**src/rtl/tc_ram_arbiter.sv**
```systemverilog
// tc_ram_arbiter
// Shares one single-port TC_Ram (64-bit word, lane 0) between two masters.
// Each master issues read/write commands on a valid/ready request channel and
// receives the result on a valid/ready response channel. One command is in
// flight at a time: IDLE (grant) -> ACCESS (one RAM cycle) -> RESP (hold until
// the winner takes the response).
//
// Ports:
//   clk_i, rst_i            clock, synchronous active-high reset
//   req_*_{0,1}_i/_o        command channel per requester (valid/ready/write/addr/wdata)
//   rsp_*_{0,1}_i/_o        response channel per requester (valid/ready/rdata/err)
//   ram_load_o, ram_save_o  RAM strobes, high only during ACCESS
//   ram_address_o, ram_in0_o RAM address / write data, 0 outside ACCESS
//   ram_out0_i              RAM read data, captured at the end of ACCESS
module tc_ram_arbiter #(
    parameter int unsigned WORD_COUNT = 256,
    parameter int unsigned ADDR_W     = 32
) (
    input  logic              clk_i,
    input  logic              rst_i,

    input  logic              req_valid_0_i,
    output logic              req_ready_0_o,
    input  logic              req_write_0_i,
    input  logic [ADDR_W-1:0] req_addr_0_i,
    input  logic [63:0]       req_wdata_0_i,
    output logic              rsp_valid_0_o,
    input  logic              rsp_ready_0_i,
    output logic [63:0]       rsp_rdata_0_o,
    output logic              rsp_err_0_o,

    input  logic              req_valid_1_i,
    output logic              req_ready_1_o,
    input  logic              req_write_1_i,
    input  logic [ADDR_W-1:0] req_addr_1_i,
    input  logic [63:0]       req_wdata_1_i,
    output logic              rsp_valid_1_o,
    input  logic              rsp_ready_1_i,
    output logic [63:0]       rsp_rdata_1_o,
    output logic              rsp_err_1_o,

    output logic              ram_load_o,
    output logic              ram_save_o,
    output logic [ADDR_W-1:0] ram_address_o,
    output logic [63:0]       ram_in0_o,
    input  logic [63:0]       ram_out0_i
);

    typedef enum logic [1:0] {StIdle, StAccess, StResp} state_e;

    state_e              state_q;
    logic                last_grant_q;
    logic                win_q;
    logic                write_q;
    logic [ADDR_W-1:0]   addr_q;
    logic [63:0]         wdata_q;
    logic [63:0]         rdata_q;
    logic                err_q;

    logic                grant_valid;
    logic                grant_id;
    logic                in_range;
    logic                rsp_ready_win;

    // Round-robin: on a tie the requester that was not served last wins;
    // a lone requester always wins.
    always_comb begin
        grant_valid = req_valid_0_i | req_valid_1_i;
        if (req_valid_0_i && req_valid_1_i) begin
            grant_id = ~last_grant_q;
        end else begin
            grant_id = req_valid_1_i;
        end
    end

    // Widen both sides so the compare is safe for any ADDR_W.
    assign in_range      = (64'(addr_q) < 64'(WORD_COUNT));
    assign rsp_ready_win = win_q ? rsp_ready_1_i : rsp_ready_0_i;

    always_ff @(posedge clk_i) begin
        if (rst_i) begin
            state_q      <= StIdle;
            last_grant_q <= 1'b1;
            win_q        <= 1'b0;
            write_q      <= 1'b0;
            addr_q       <= '0;
            wdata_q      <= '0;
            rdata_q      <= '0;
            err_q        <= 1'b0;
        end else begin
            case (state_q)
                StIdle: begin
                    if (grant_valid) begin
                        win_q   <= grant_id;
                        write_q <= grant_id ? req_write_1_i : req_write_0_i;
                        addr_q  <= grant_id ? req_addr_1_i  : req_addr_0_i;
                        wdata_q <= grant_id ? req_wdata_1_i : req_wdata_0_i;
                        state_q <= StAccess;
                    end
                end
                StAccess: begin
                    rdata_q <= (!write_q && in_range) ? ram_out0_i : 64'd0;
                    err_q   <= ~in_range;
                    state_q <= StResp;
                end
                StResp: begin
                    if (rsp_ready_win) begin
                        last_grant_q <= win_q;
                        state_q      <= StIdle;
                    end
                end
                default: state_q <= StIdle;
            endcase
        end
    end

    // Everything is forced low while rst_i is high so an aborted write never
    // reaches the RAM and no handshake can complete during reset.
    always_comb begin
        req_ready_0_o = 1'b0;
        req_ready_1_o = 1'b0;
        rsp_valid_0_o = 1'b0;
        rsp_valid_1_o = 1'b0;
        rsp_rdata_0_o = 64'd0;
        rsp_rdata_1_o = 64'd0;
        rsp_err_0_o   = 1'b0;
        rsp_err_1_o   = 1'b0;
        ram_load_o    = 1'b0;
        ram_save_o    = 1'b0;
        ram_address_o = '0;
        ram_in0_o     = 64'd0;
        if (!rst_i) begin
            case (state_q)
                StIdle: begin
                    if (grant_valid) begin
                        req_ready_0_o = ~grant_id;
                        req_ready_1_o = grant_id;
                    end
                end
                StAccess: begin
                    ram_address_o = addr_q;
                    ram_in0_o     = wdata_q;
                    ram_save_o    = write_q & in_range;
                    ram_load_o    = ~write_q & in_range;
                end
                StResp: begin
                    if (win_q) begin
                        rsp_valid_1_o = 1'b1;
                        rsp_rdata_1_o = rdata_q;
                        rsp_err_1_o   = err_q;
                    end else begin
                        rsp_valid_0_o = 1'b1;
                        rsp_rdata_0_o = rdata_q;
                        rsp_err_0_o   = err_q;
                    end
                end
                default: ;
            endcase
        end
    end

endmodule

```
**config.mk**
```make
export PLATFORM = sky130hd
export DESIGN_NAME = tc_ram_arbiter
export DESIGN_NICKNAME = d
export VERILOG_FILES = /design/src/rtl/tc_ram_arbiter.sv
export SDC_FILE = /design/constraint.sdc
export NUM_CORES = 1
export LEC_CHECK = 0
export CELL_PAD_IN_SITES_DETAIL_PLACEMENT = 1
export CELL_PAD_IN_SITES_GLOBAL_PLACEMENT = 1
export CORE_AREA = 2 2 194 196
export CTS_CLUSTER_SIZE = 12
export DETAILED_ROUTE_END_ITERATION = 16
export DIE_AREA = 0 0 196 198
export MAX_ROUTING_LAYER = met4
export PLACE_DENSITY = 0.74
export SYNTH_ARGS = -nofsm -noshare
export SYNTH_HDL_FRONTEND = slang
export SYNTH_SLANG_ARGS = --single-unit
```
**constraint.sdc**
```tcl
create_clock -name clk_i -period 1.9 [get_ports clk_i]
set_clock_uncertainty 0.1 [all_clocks]
set_input_delay 0.285 -clock clk_i [delete_from_list [all_inputs] [get_ports clk_i]]
set_output_delay 0.285 -clock clk_i [all_outputs]
set_load 0.02 [all_outputs]
```
==> impl_metrics.toml, run 1 <==
[outcome]
status = "complete, but fails checks"
violations = "setup timing"

[finish]
area_growth_pct = 78.9
fillers = 4287
drive_gt1_share_pct = 29.8
fin_nets = 1923

[die]
rows = 71
die_w_um = 196
core_um2 = 37000
dieArea_um2 = 38800
initial_utilization_pct = 25.0
fp.dieH_um = 198
ios = 496

[setup_path]
reg2reg_from = "state_q[1]"
reg2reg_depth = 7
end_kind = "primary output"
critPathRequiredTime_ns = 1.51
crit_chain = "buf_4 > nor3b_4 > buf_6 > buf_8 > clkbuf_16 > and2_1 > buf_4"
crit_slowest_cell = "dfxtp_2"
cp.arrival_ns = 1.95
cp-start-kind = "flip-flop"
cp_slowest_stage_delay_ns = 0.33
critPathMostFrequentCell = "buf_4"
path_max_fanout = 12
rrSetupSlack_ns = 0.06
path_class = "reg -> out"
r2r-end = "wdata_q[59]"

[yosys]
ys_warn_count = 0
syn-cell-area_um2 = 9250
yosysTopAreaCellShare_pct = 35.9
synth_seq_area_share_pct = 35.9
synth_commonest_cells = "226 x and2_1, 166 x dfxtp_1, 129 x nand3b_1"
netlist_instances = 1164
synth_ff_type = "dfxtp_1"
synth_edf_count = 0
yosysUniqueCellTypes = 30
synth_seq_cells = 166
synth_area_leaders = "dfxtp_1 36%, and2_1 15%, nand3b_1 10%"
syn_nets = 1428
async_flop_share_pct = 0
yosysTopAreaCell = "dfxtp_1"
synth.most_common_cell = "and2_1"
avgSynthCellArea_um2 = 7.95

[clock_tree]
clockBufferDepth = 2
cts_buffers = 17
holdBufCountCts = 0
h-tree-depth = 4
clock-sinks = 166
tritoncts = "done"
clock_latency_ns = 0.44
clk_pin_slew_ns = 0.07
root_buffer = "clkbuf_16"

[global_routing]
grt_pass1_wl_um = 68500
grt_overflow_total = 0
antenna_found_initial = 5
grt_pass1_vias = 11400
grt_max_degree = 79
grtUsageTotal_pct = 23.4

[worst_hold_path]
holdPathEnd = "wdata_q[27]"
hold_path.class = "in -> reg"
hold_depth = 4
timing.hold.worst.start = "req_valid_0_i"

[drt]
met2_length_um = 24700
dr_wl_met3_um = 3320
wl_per_cell_um = 22.9
drtIter0Drc = 400
vias = 11500
top_layer_used = "met4"
dr.pass1.iters = 5
final_antenna_net_count = 0
wl_met1_um = 19900
drc = 0
avgViaCountPerCell = 5.33
drt_wl_total_um = 49300

[placed_design]
portBuffers = 495
place_worst_setup_slack_ns = -0.463
place.gp.congestion = 0.825
dpl.hpwl_um = 31300

[flow_run]
maxCapViolCount = 0

[timing]
hold_ws_ns = 0.263
max_slew_margin_pct = 61.3
layout_min_cycle_time_ns = 2.34
tightest_slew_ns = 0.581
setup_violations = 232
rsz0062_at_grt = "yes"
slew_violations = 0
fin_ws_ns = -0.436
fin_crit_sh_pct = 123
hold_viol = 0
max_freq_ghz = 0.428

[pwr]
peakVddDrop_uv = 604
p_leak_nw = 6.37
p_per_area_nw_per_um2 = 621
==> layout make-up <==
class / instances / area (um^2) / area share (%)
Antenna cell: 5 / 12.5 / 0.0756
Clock buffer: 20 / 447 / 2.70
Clock inverter: 12 / 120 / 0.726
Inverter: 1 / 3.75 / 0.0227
Multi-Input combinational cell: 843 / 5620 / 33.9
Sequential cell: 166 / 3330 / 20.1
Tap cell: 474 / 593 / 3.58
Timing Repair Buffer: 630 / 6430 / 38.9
==> per-stage QoR <==
step | instance area (um^2) | std cells | utilization (%) | total power [mW] | setup TNS, ns
4_1_cts | 15700 | 2114 | 42.4 | 10.0 | -95.04
5_1_grt | 16600 | 2151 | 44.8 | 10.8 | -91.54
6_report | 16600 | 2151 | 44.8 | 10.3 | -70.85
3_5_place_dp | 15000 | 2066 | 40.6 | 6.40 | -94.54
2_1_floorplan | 9260 | 1164 | - | 5.08 | -0.0750
3_3_place_gp | 15000 | 2066 | 40.6 | 6.35 | -77.57
==> what timing repair did <==
action                     4_1_cts  5_1_grt
setup endpoints to repair      378      394
gates resized for setup        852      469
pin swaps                        1       10
gates cloned                     5       16
buffers inserted                11       18
==> critical path: cells and delay by family, from the launching register on <==
| kind | cells | cell delay, ns |
|---|---|---|
| AND/OR/NAND/NOR | 2 | 0.38 |
| buffers and inverters | 5 | 0.81 |
| flip-flops | 1 | 0.33 |
==> logic make-up after synthesis <==
kind of cell / count (synthesis) / share of synthesized area, %
flops: 166 / 35.9
compound gates: 267 / 17.6
simple gates: 575 / 39.2
buf+inv: 155 / 7.18
mux: 1 / 0.108
==> power breakdown <==
group	total [mW]	switching (mW)	internal [mW]	leakage, nW
Combinational	2.90	1.51	1.39	4.76
Sequential	3.85	0.146	3.70	1.36
Clock	3.54	1.67	1.86	0.260
==> layout by cell type, fill, tap and decap left out, drive strengths merged <==
cell type      count
nand2b             3
and2             226
dfxtp            166
o21ai             98
clkinv             2
buf              326
nor3b              2
nand2              4
nand3b           129
nor4               7
and3b              1
mux2i              1
nand4             98
a21oi              5
nor3               3
a21boi             1
and2b              1
clkdlybuf4s50    261
a31oi             97
bufinv             1
o21bai             1
o31a               1
clkinvlp           5
o31ai             64
nand3             97
clkbuf            52
diode              5
nor2               3
clkdlybuf4s15     11
or2                1
inv                5
==> registers in the layout, indices dropped and copies added, names as in the netlist <==
signal        count
addr_q           32
err_q             1
last_grant_q      1
rdata_q          64
state_q           2
wdata_q          64
win_q             1
write_q           1
==> metal layers <==
metal  vias to the layer above  GRT usage [%]
met5                         -              -
met4                         0           7.46
met3                        58           5.40
met2                       459           39.7
met1                      5682           27.6
li1                       5262              -
==> worst max-delay path by stage <==
stage | start | to
5_1_grt | state_q[0] | ram_load_o
2_1_floorplan | addr_q[12] | ram_load_o
3_3_place_gp | rst_i | ram_address_o[4]
3_5_place_dp | addr_q[8] | ram_load_o
4_1_cts | state_q[0] | ram_address_o[2]
6_report | state_q[0] | ram_in0_o[58]
(Power assumes the default switching activity.)
==> run 2, diff against run 1 <==
--- a/config.mk
+++ b/config.mk
@@ -5,6 +5,7 @@
 export SDC_FILE = /design/constraint.sdc
 export NUM_CORES = 1
 export LEC_CHECK = 0
+export CAP_MARGIN = 0
 export CELL_PAD_IN_SITES_DETAIL_PLACEMENT = 1
 export CELL_PAD_IN_SITES_GLOBAL_PLACEMENT = 1
 export CORE_AREA = 2 2 194 196
==> results of run 2 <==
Final layout, timing and power as in run 1 (identical DEF).
